**config.mk**
```make
export PLATFORM = sky130hd
export DESIGN_NAME = branch_unit
export DESIGN_NICKNAME = d
export VERILOG_FILES = /design/src/rtl/branch_pkg.sv /design/src/rtl/branch_unit_ret_stack.sv /design/src/rtl/branch_unit.sv
export SDC_FILE = /design/constraint.sdc
export NUM_CORES = 1
export LEC_CHECK = 0
export CAP_MARGIN = 30
export CORE_UTILIZATION = 56
export CTS_BUF_LIST = sky130_fd_sc_hd__clkbuf_16
export DETAILED_ROUTE_END_ITERATION = 10
export PLACE_DENSITY = 0.89
export SETUP_SLACK_MARGIN = 0.2
export SYNTH_ARGS = -nofsm -noshare
export SYNTH_HDL_FRONTEND = slang
export SYNTH_SLANG_ARGS = --single-unit
```
**constraint.sdc**
```tcl
create_clock -name clk_i -period 4.1 [get_ports clk_i]
set_clock_uncertainty 0.05 [all_clocks]
set_input_delay 0.82 -clock clk_i [delete_from_list [all_inputs] [get_ports clk_i]]
set_output_delay 0.82 -clock clk_i [all_outputs]
set_load 0.1 [all_outputs]
```
**src/rtl/branch_pkg.sv**
```systemverilog
// Shared encodings for the branch unit: branch condition classes and FSM states.
package branch_pkg;

  typedef enum logic [2:0] {
    COND_RET  = 3'b000,
    COND_JNZ  = 3'b001,
    COND_JNC  = 3'b010,
    COND_CALL = 3'b011,
    COND_JMP  = 3'b100,
    COND_JZ   = 3'b101,
    COND_JC   = 3'b110,
    COND_JN   = 3'b111
  } cond_e;

  typedef enum logic {
    ST_IDLE  = 1'b0,
    ST_FLUSH = 1'b1
  } state_e;

endpackage

```
**src/rtl/branch_unit_ret_stack.sv**
```systemverilog
// LIFO return-address stack; push on a full stack and pop on an empty stack are ignored.
module ret_stack #(
  parameter int unsigned DEPTH = 4,
  parameter int unsigned W     = 8
) (
  input  logic         clk_i,
  input  logic         rst_ni,
  input  logic         push_i,
  input  logic         pop_i,
  input  logic [W-1:0] data_i,
  output logic         full_o,
  output logic         empty_o,
  output logic [W-1:0] top_o
);

  localparam int unsigned PW = $clog2(DEPTH + 1);
  localparam int unsigned IW = (DEPTH > 1) ? $clog2(DEPTH) : 1;

  logic [PW-1:0] ptr_q, ptr_d;
  logic [W-1:0]  mem_q [DEPTH];
  logic [IW-1:0] wr_idx, rd_idx;
  logic          do_push, do_pop;

  assign full_o  = (ptr_q == PW'(DEPTH));
  assign empty_o = (ptr_q == '0);
  assign do_push = push_i && !full_o;
  assign do_pop  = pop_i && !empty_o;
  assign wr_idx  = IW'(ptr_q);
  assign rd_idx  = IW'(ptr_q - PW'(1));
  assign top_o   = mem_q[rd_idx];

  always_comb begin
    ptr_d = ptr_q;
    if (do_push) begin
      ptr_d = ptr_q + PW'(1);
    end else if (do_pop) begin
      ptr_d = ptr_q - PW'(1);
    end
  end

  always_ff @(posedge clk_i) begin
    if (!rst_ni) begin
      ptr_q <= '0;
    end else begin
      ptr_q <= ptr_d;
    end
  end

  // Entries need no reset: an entry is only read after it has been pushed.
  always_ff @(posedge clk_i) begin
    if (do_push) begin
      mem_q[wr_idx] <= data_i;
    end
  end

endmodule

```
**src/rtl/branch_unit.sv**
```systemverilog
// Branch resolution unit: evaluates conditions, drives a one-cycle redirect pulse,
// holds a flush window afterwards and manages the CALL/RET return stack.
module branch_unit
  import branch_pkg::*;
#(
  parameter int unsigned ADDR_W       = 8,
  parameter int unsigned STACK_DEPTH  = 4,
  parameter int unsigned FLUSH_CYCLES = 2
) (
  input  logic              clk_i,
  input  logic              rst_ni,
  input  logic              ctrl_jmp_i,
  input  logic [2:0]        cond_i,
  input  logic [ADDR_W-1:0] target_i,
  input  logic [ADDR_W-1:0] pc_next_i,
  input  logic              flag_we_i,
  input  logic              flag_z_i,
  input  logic              flag_c_i,
  input  logic              flag_n_i,
  output logic              branch_o,
  output logic [ADDR_W-1:0] target_o,
  output logic              flush_o,
  output logic              busy_o,
  output logic [2:0]        flags_o,
  output logic              stack_err_o
);

  localparam int unsigned CW = $clog2(FLUSH_CYCLES + 1);

  state_e            state_q, state_d;
  logic [CW-1:0]     cnt_q, cnt_d;
  logic [2:0]        flags_q, flags_d;
  logic              branch_q, branch_d;
  logic [ADDR_W-1:0] target_q, target_d;
  logic              err_q, err_d;

  cond_e             cond;
  logic [2:0]        flags_eff;
  logic              taken;
  logic              push, pop, full, empty;
  logic [ADDR_W-1:0] top;

  assign cond      = cond_e'(cond_i);
  // Same-cycle flag writes bypass the register for condition evaluation ({N,C,Z}).
  assign flags_eff = flag_we_i ? {flag_n_i, flag_c_i, flag_z_i} : flags_q;

  always_comb begin
    taken = 1'b0;
    case (cond)
      COND_RET:  taken = !empty;
      COND_JNZ:  taken = !flags_eff[0];
      COND_JNC:  taken = !flags_eff[1];
      COND_CALL: taken = 1'b1;
      COND_JMP:  taken = 1'b1;
      COND_JZ:   taken = flags_eff[0];
      COND_JC:   taken = flags_eff[1];
      COND_JN:   taken = flags_eff[2];
    endcase
  end

  always_comb begin
    state_d  = state_q;
    cnt_d    = cnt_q;
    branch_d = 1'b0;
    target_d = target_q;
    err_d    = err_q;
    push     = 1'b0;
    pop      = 1'b0;
    flags_d  = flag_we_i ? {flag_n_i, flag_c_i, flag_z_i} : flags_q;
    case (state_q)
      ST_IDLE: begin
        if (ctrl_jmp_i) begin
          if (cond == COND_CALL) begin
            if (full) err_d = 1'b1;
            else      push  = 1'b1;
          end
          if (cond == COND_RET) begin
            if (empty) err_d = 1'b1;
            else       pop   = 1'b1;
          end
          if (taken) begin
            branch_d = 1'b1;
            target_d = (cond == COND_RET) ? top : target_i;
            state_d  = ST_FLUSH;
            cnt_d    = '0;
          end
        end
      end
      ST_FLUSH: begin
        if (cnt_q == CW'(FLUSH_CYCLES - 1)) begin
          state_d = ST_IDLE;
          cnt_d   = '0;
        end else begin
          cnt_d = cnt_q + CW'(1);
        end
      end
    endcase
  end

  always_ff @(posedge clk_i) begin
    if (!rst_ni) begin
      state_q  <= ST_IDLE;
      cnt_q    <= '0;
      flags_q  <= '0;
      branch_q <= 1'b0;
      target_q <= '0;
      err_q    <= 1'b0;
    end else begin
      state_q  <= state_d;
      cnt_q    <= cnt_d;
      flags_q  <= flags_d;
      branch_q <= branch_d;
      target_q <= target_d;
      err_q    <= err_d;
    end
  end

  ret_stack #(
    .DEPTH (STACK_DEPTH),
    .W     (ADDR_W)
  ) u_ret_stack (
    .clk_i   (clk_i),
    .rst_ni  (rst_ni),
    .push_i  (push),
    .pop_i   (pop),
    .data_i  (pc_next_i),
    .full_o  (full),
    .empty_o (empty),
    .top_o   (top)
  );

  assign branch_o    = branch_q;
  assign target_o    = target_q;
  assign flush_o     = (state_q == ST_FLUSH);
  assign busy_o      = (state_q == ST_FLUSH);
  assign flags_o     = flags_q;
  assign stack_err_o = err_q;

endmodule
```
==> results of run 1 <==
routing by layer:
layer	vias to the layer above	share of wire
li1	727	-
met1	712	0.41
met2	65	0.51
met3	7	0.067
met4	0	0.017
met5	-	0
tightest hold or removal path: stages, from the launching register on:
cell and delay [ps]:
dfxtp_1 310, nand3_1 70, nor2_1 40
layout make-up:
cell class                 count  area [µm²]  share of cell area
inverter                       6        22.5             0.00786
clock buffer                   5         125              0.0437
tap                           48        60.1              0.0210
multi-input combinational    102         868               0.303
sequential                    51        1340               0.468
clock inverter                 3        46.3              0.0162
timing repair buffer          40         400               0.140
power groups by stage:
| stage | clock (mW) | combinational, mW | sequential [mW] |
|---|---|---|---|
| floorplan | 0 | 0.0794 | 0.668 |
| global placement | 0 | 0.222 | 0.582 |
| detailed placement | 0 | 0.226 | 0.583 |
| CTS | 0.479 | 0.227 | 0.572 |
| global route | 0.496 | 0.239 | 0.573 |
| finish | 0.474 | 0.228 | 0.572 |
registers in the layout, indices dropped and copies added, names as in the netlist:
name and flops:
branch_o 1, target_o 8, stack_err_o 1, flags_o 3, cnt_q 2, busy_o 1
u_ret_stack.ptr_q 3, u_ret_stack.mem_q 32
stage by stage:
step | hold slack (ps) | std cells
6_report | 405 | 255
5_1_grt | 430 | 255
4_1_cts | 405 | 255
3_5_place_dp | 386 | 247
3_3_place_gp | 382 | 247
2_1_floorplan | 372 | 167
cells in the final DEF (no fill, tap or decap), types with 2 or more instances in the layout:
cell,count
nor3b_1,4
nand3b_1,2
nand4_1,2
nor3_1,2
a31oi_1,9
mux2_2,4
ha_1,5
nor2_1,6
dfxtp_1,19
and2_1,5
and3_1,2
nand3_1,3
a311oi_1,8
clkbuf_16,5
o221a_2,3
mux2i_1,5
mux4_2,8
inv_1,6
edfxtp_1,32
clkdlybuf4s50_1,40
nand2_1,18
logic make-up (layout without fill, tap and decap cells):
| logic type | after synthesis | in the layout | synth area share |
|---|---|---|---|
| compound gates | 26 | 26 | 0.0955 |
| xor+xnor | 2 | 2 | 0.00760 |
| fa+ha+maj | 5 | 5 | 0.0271 |
| buf+inv | 14 | 54 | 0.0413 |
| mux | 17 | 17 | 0.119 |
| simple gates | 52 | 52 | 0.127 |
| flops | 51 | 51 | 0.582 |
final timing paths:
check	endpoint	slack [ps]	cells past startpoint
worst max-delay path	flush_o	1270	1
worst min-delay path	cnt_q[1]$_SDFFE_PN0P_	400	2
worst max register to register	u_ret_stack.ptr_q[1]$_SDFFE_PN0P_	1680	4
worst min register to register	cnt_q[1]$_SDFFE_PN0P_	400	2
==> results.tsv, run 1 <==
metric	value	unit
maxcap violations	0	
Residual DRC	0	
Final Hold Viols	0	
Area contributors post-synth	edfxtp_1, dfxtp_1, mux4_2	
first-pass GRT wire length	7040	µm
P_sw	0.348	mW
CP Buf/Inv Count	1	
I/O Pins	41	
cell taking the most area after synthesis	edfxtp_1	
met1 Use GR	0.269	
path category of the worst min-delay check	reg -> reg	
post-cts resize count	0	
Final min period	2830	ps
CTS hold repair buffers	0	
core box area	0.00380	mm²
largest net degree at the start of global routing	18	
worst path arrival time	1960	ps
Util after Layout	0.754	
crit start category	flop	
Max Buffers Root-to-Sink	2	
post-synthesis sequential area ratio	0.582	
grt total ovfl	0	
CP required	3230	ps
slowest CP cell	clkdlybuf4s50_1	
Starting Density	0.607	
internal power	0.925	mW
power density over cell area	445	mW/mm²
DR WL/cell	17.6	µm
Post-CTS Setup Bufs	0	
crit path cell chain	clkdlybuf4s50_1	
Reg power frac	0.449	
status	finished clean	
die footprint	0.00438	mm²
GRT met3 Usage	0.0672	
CP Max Fanout	8	
port buffer count	40	
drt first pass iters	4	
cell with the most instances after synthesis	edfxtp_1	
Worst Setup SP	busy_o$_SDFF_PN0_	
Clock Tree Root	clkbuf_16	
Final #Nets	237	
synthesized area	0.00230	mm²
static leakage	1.01	nW
Peak VDD IR	295	µV
final instance area	0.00286	mm²
die height	66.2	µm
Synth cell types	39	
Final period util	0.691	
Top Family by Delay on Critical Path	buffers and inverters	
max-slew violations	0	
vias in the first global route	1473	
CTS Buf Count	5	
Mapped Cells	167	
htree depth	2	
Total Power	1.27	mW
grt peak-use layer	met2	
met2 Track Usage GR	0.399	
Worst Setup End Kind	primary output	
All-Layer GR Usage	0.234	
Synth top area share	0.417	
Yosys Warn Count	0	
combinational share of power	0.179	
post-synthesis async set-or-reset flop share	0	
fmax	353	MHz
GP Congestion	0.820	
Die Wd	66.2	µm
switching fraction of total power	0.274	
Least-Margin Pin Slew	968	ps
Post-synth EDFFs	32	
min-delay src	cnt_q[1]$_SDFFE_PN0P_	
row count	22	
fraction of layout cells with a size suffix above 1	0.135	
CTS tree	built	
Avg Inst Size Synth	13.8	µm²
initial antenna violation count	0	
hpwl dp	3130	µm
RSZ-0062 raised after global routing	no	
placed cell area	0.00269	mm²
ys flop type	edfxtp_1	
Vias/cell	5.93	
Synth top cells by count	edfxtp_1, dfxtp_1, nand2_1	
Layout area overhead	24.3	%
crit-path max cell delay	1190	ps
worst skew pair latency	290	ps
Filler Cell Count	220	
DR vias	1511	
First DRT Iteration DRCs	133	
CP Class	reg -> out	
setup slack at placement	1120	ps
clk sink count	51	
Final Setup Violations	0	
Routed Wire Length	4490	µm
syn_nets	198	
Antenna Nets Post-Route	0	
n_diodes	0	
Setup WS post-layout	1270	ps
Setup TNS Final	0	ps
post-synthesis register bit count	51	
worst reg2reg path startpoint	u_ret_stack.ptr_q[0]$_SDFFE_PN0P_	
relative slew slack	0.353	
Worst-path clk slew	60	ps
Clock power frac	0.372	
No activity file was read; power rests on OpenSTA's default activity.
==> run 2: changes to the inputs <==
- CORE_UTILIZATION: 56 -> 52
- PLACE_DENSITY: 0.89 -> 0.84
- clock period: 4.1 -> 2.93 ns (I/O delays scaled with it)
==> results.tsv, run 2 (same netlist as run 1, synthesis figures left out) <==
metric	value	unit	change
status	finished clean		
core box area	0.00412	mm²	+8.3%
Post-CTS Setup Bufs	0		unchanged
most flop-heavy register	u_ret_stack.mem_q		
Max Buffers Root-to-Sink	2		unchanged
Total Power	1.72	mW	+35%
slowest CP cell	mux2i_1		
Die Wd	68.6	µm	+3.7%
row count	23		+4.5%
Reg area	0.00134	mm²	unchanged
vias in the first global route	1535		+4.2%
Least-Margin Pin Slew	670	ps	-297 ps
number of flip-flops in the largest register	32		unchanged
most frequent cells in the layout	edfxtp_1, clkdlybuf4s50_1, dfxtp_1		
crit path cell chain	clkdlybuf4s50_1 -> mux2i_1 -> mux2i_1 -> a31oi_1 -> a311oi_1		
Worst Setup End Kind	flop		
worst skew pair latency	280	ps	about the same
Final period util	0.833		
hpwl dp	3220	µm	+2.8%
maxcap violations	0		unchanged
Residual DRC	0		unchanged
htree depth	2		unchanged
Multi-input gate area	868	µm²	unchanged
CP most frequent cell	mux2i_1		
RSZ-0062 raised after global routing	no		
CTS Buf Count	5		unchanged
I/O Pins	41		unchanged
Setup TNS Final	0	ps	unchanged
placed cell count	252		+2.0%
Peak VDD IR	413	µV	+40%
CTS hold repair buffers	0		unchanged
Starting Density	0.560		-0.0467
setup slack at placement	181	ps	-940 ps
commonest non-fill, non-tap cell in the layout	edfxtp_1		
n_diodes	0		unchanged
initial antenna violation count	0		unchanged
Setup WS post-layout	489	ps	-777 ps
Worst-path clk slew	60	ps	about the same
Final #Nets	240		+1.3%
CTS tree	built		
clk sink count	51		unchanged
max-slew violations	0		unchanged
GP Congestion	0.746		-9.0%
Hold Slack	407	ps	+2.46 ps
Routed Wire Length	4540	µm	+0.98%
die height	68.6	µm	+3.7%
drt first pass iters	4		unchanged
final instance area	0.00284	mm²	-0.79%
grt total ovfl	0		unchanged
Vias/cell	5.96		+0.61%
die footprint	0.00470	mm²	+7.5%
Antenna Nets Post-Route	0		unchanged
Final Hold Viols	0		unchanged
Layout Cells excl Fill	260		+2.0%
fraction of layout cells with a size suffix above 1	0.214		+0.0790
Filler Cell Count	277		+26%
DR WL/cell	17.5	µm	-0.96%
post-cts resize count	0		unchanged
fmax	410	MHz	
power density over cell area	606	mW/mm²	+36%
path category of the worst min-delay check	reg -> reg		
Layout area overhead	23.3	%	
CP required	3070	ps	-160 ps
first-pass GRT wire length	7060	µm	+0.28%
crit-path max cell delay	630	ps	-560 ps
DR vias	1550		+2.6%
static leakage	1.05	nW	+3.9%
placed cell area	0.00268	mm²	-0.46%
First DRT Iteration DRCs	97		-27%
port buffer count	40		unchanged
CP Max Fanout	8		unchanged
largest net degree at the start of global routing	17		-1
Final Setup Violations	0		unchanged
All-Layer GR Usage	0.217		-0.0171
Final min period	2440	ps	
Clock Tree Root	clkbuf_16		
CP Class	in -> reg		
worst path arrival time	2580	ps	+620 ps
relative slew slack	0.540		+0.188
crit start category	primary input		
Util after Layout	0.690		-0.0635
[run 2: cell types whose count changed in the layout (fill, tap and decap cells not counted)]
cell             previous run  this run
buf_4                       0        18
bufinv_16                   1         0
clkbuf_16                   5         6
clkdlybuf4s50_1            40        25
inv_1                       6         7
inv_6                       1         0
[run 2: per-layer routing]
| metal | vias to the layer above | routed length, µm | global-route usage |
|---|---|---|---|
| met5 | - | 0 | 0 |
| met3 | 8 | 276 | 0.0625 |
| li1 | 732 | - | - |
| met4 | 0 | 91 | 0.133 |
| met2 | 54 | 2410 | 0.387 |
| met1 | 756 | 1760 | 0.222 |
[run 2: power breakdown]
group / total, mW / internal (mW) / leakage (nW) / switching (mW)
combinational: 0.319 / 0.101 / 0.524 / 0.217
clock: 0.606 / 0.365 / 0.0794 / 0.241
sequential: 0.797 / 0.784 / 0.444 / 0.0136
total: 1.72 / 1.25 / 1.05 / 0.472
[run 2: area by class of cell]
class                   instances  area share
clock buffers                   6      0.0528
clock inverters                 2     0.00396
inverters                       6     0.00793
multi-input cells             102       0.306
flip-flops and latches         51       0.472
well taps                      50      0.0220
repair buffers                 43       0.136
[run 2: path summary, 6_finish.rpt]
check,start,to,slack (ps),cells past startpoint
max,flag_we_i,target_o[0]$_SDFFE_PN0P_,490,5
min,cnt_q[1]$_SDFFE_PN0P_,cnt_q[1]$_SDFFE_PN0P_,410,2
max reg2reg,u_ret_stack.ptr_q[0]$_SDFFE_PN0P_,u_ret_stack.mem_q[2][6]$_DFFE_PP_,800,6
min reg2reg,cnt_q[1]$_SDFFE_PN0P_,cnt_q[1]$_SDFFE_PN0P_,410,2
[run 2: worst max-delay path: cells and delay by family]
kind	cells	cell delay (ps)
buffers and inverters	1	540
AO/OA/AOI/OAI	2	460
multiplexers	2	990
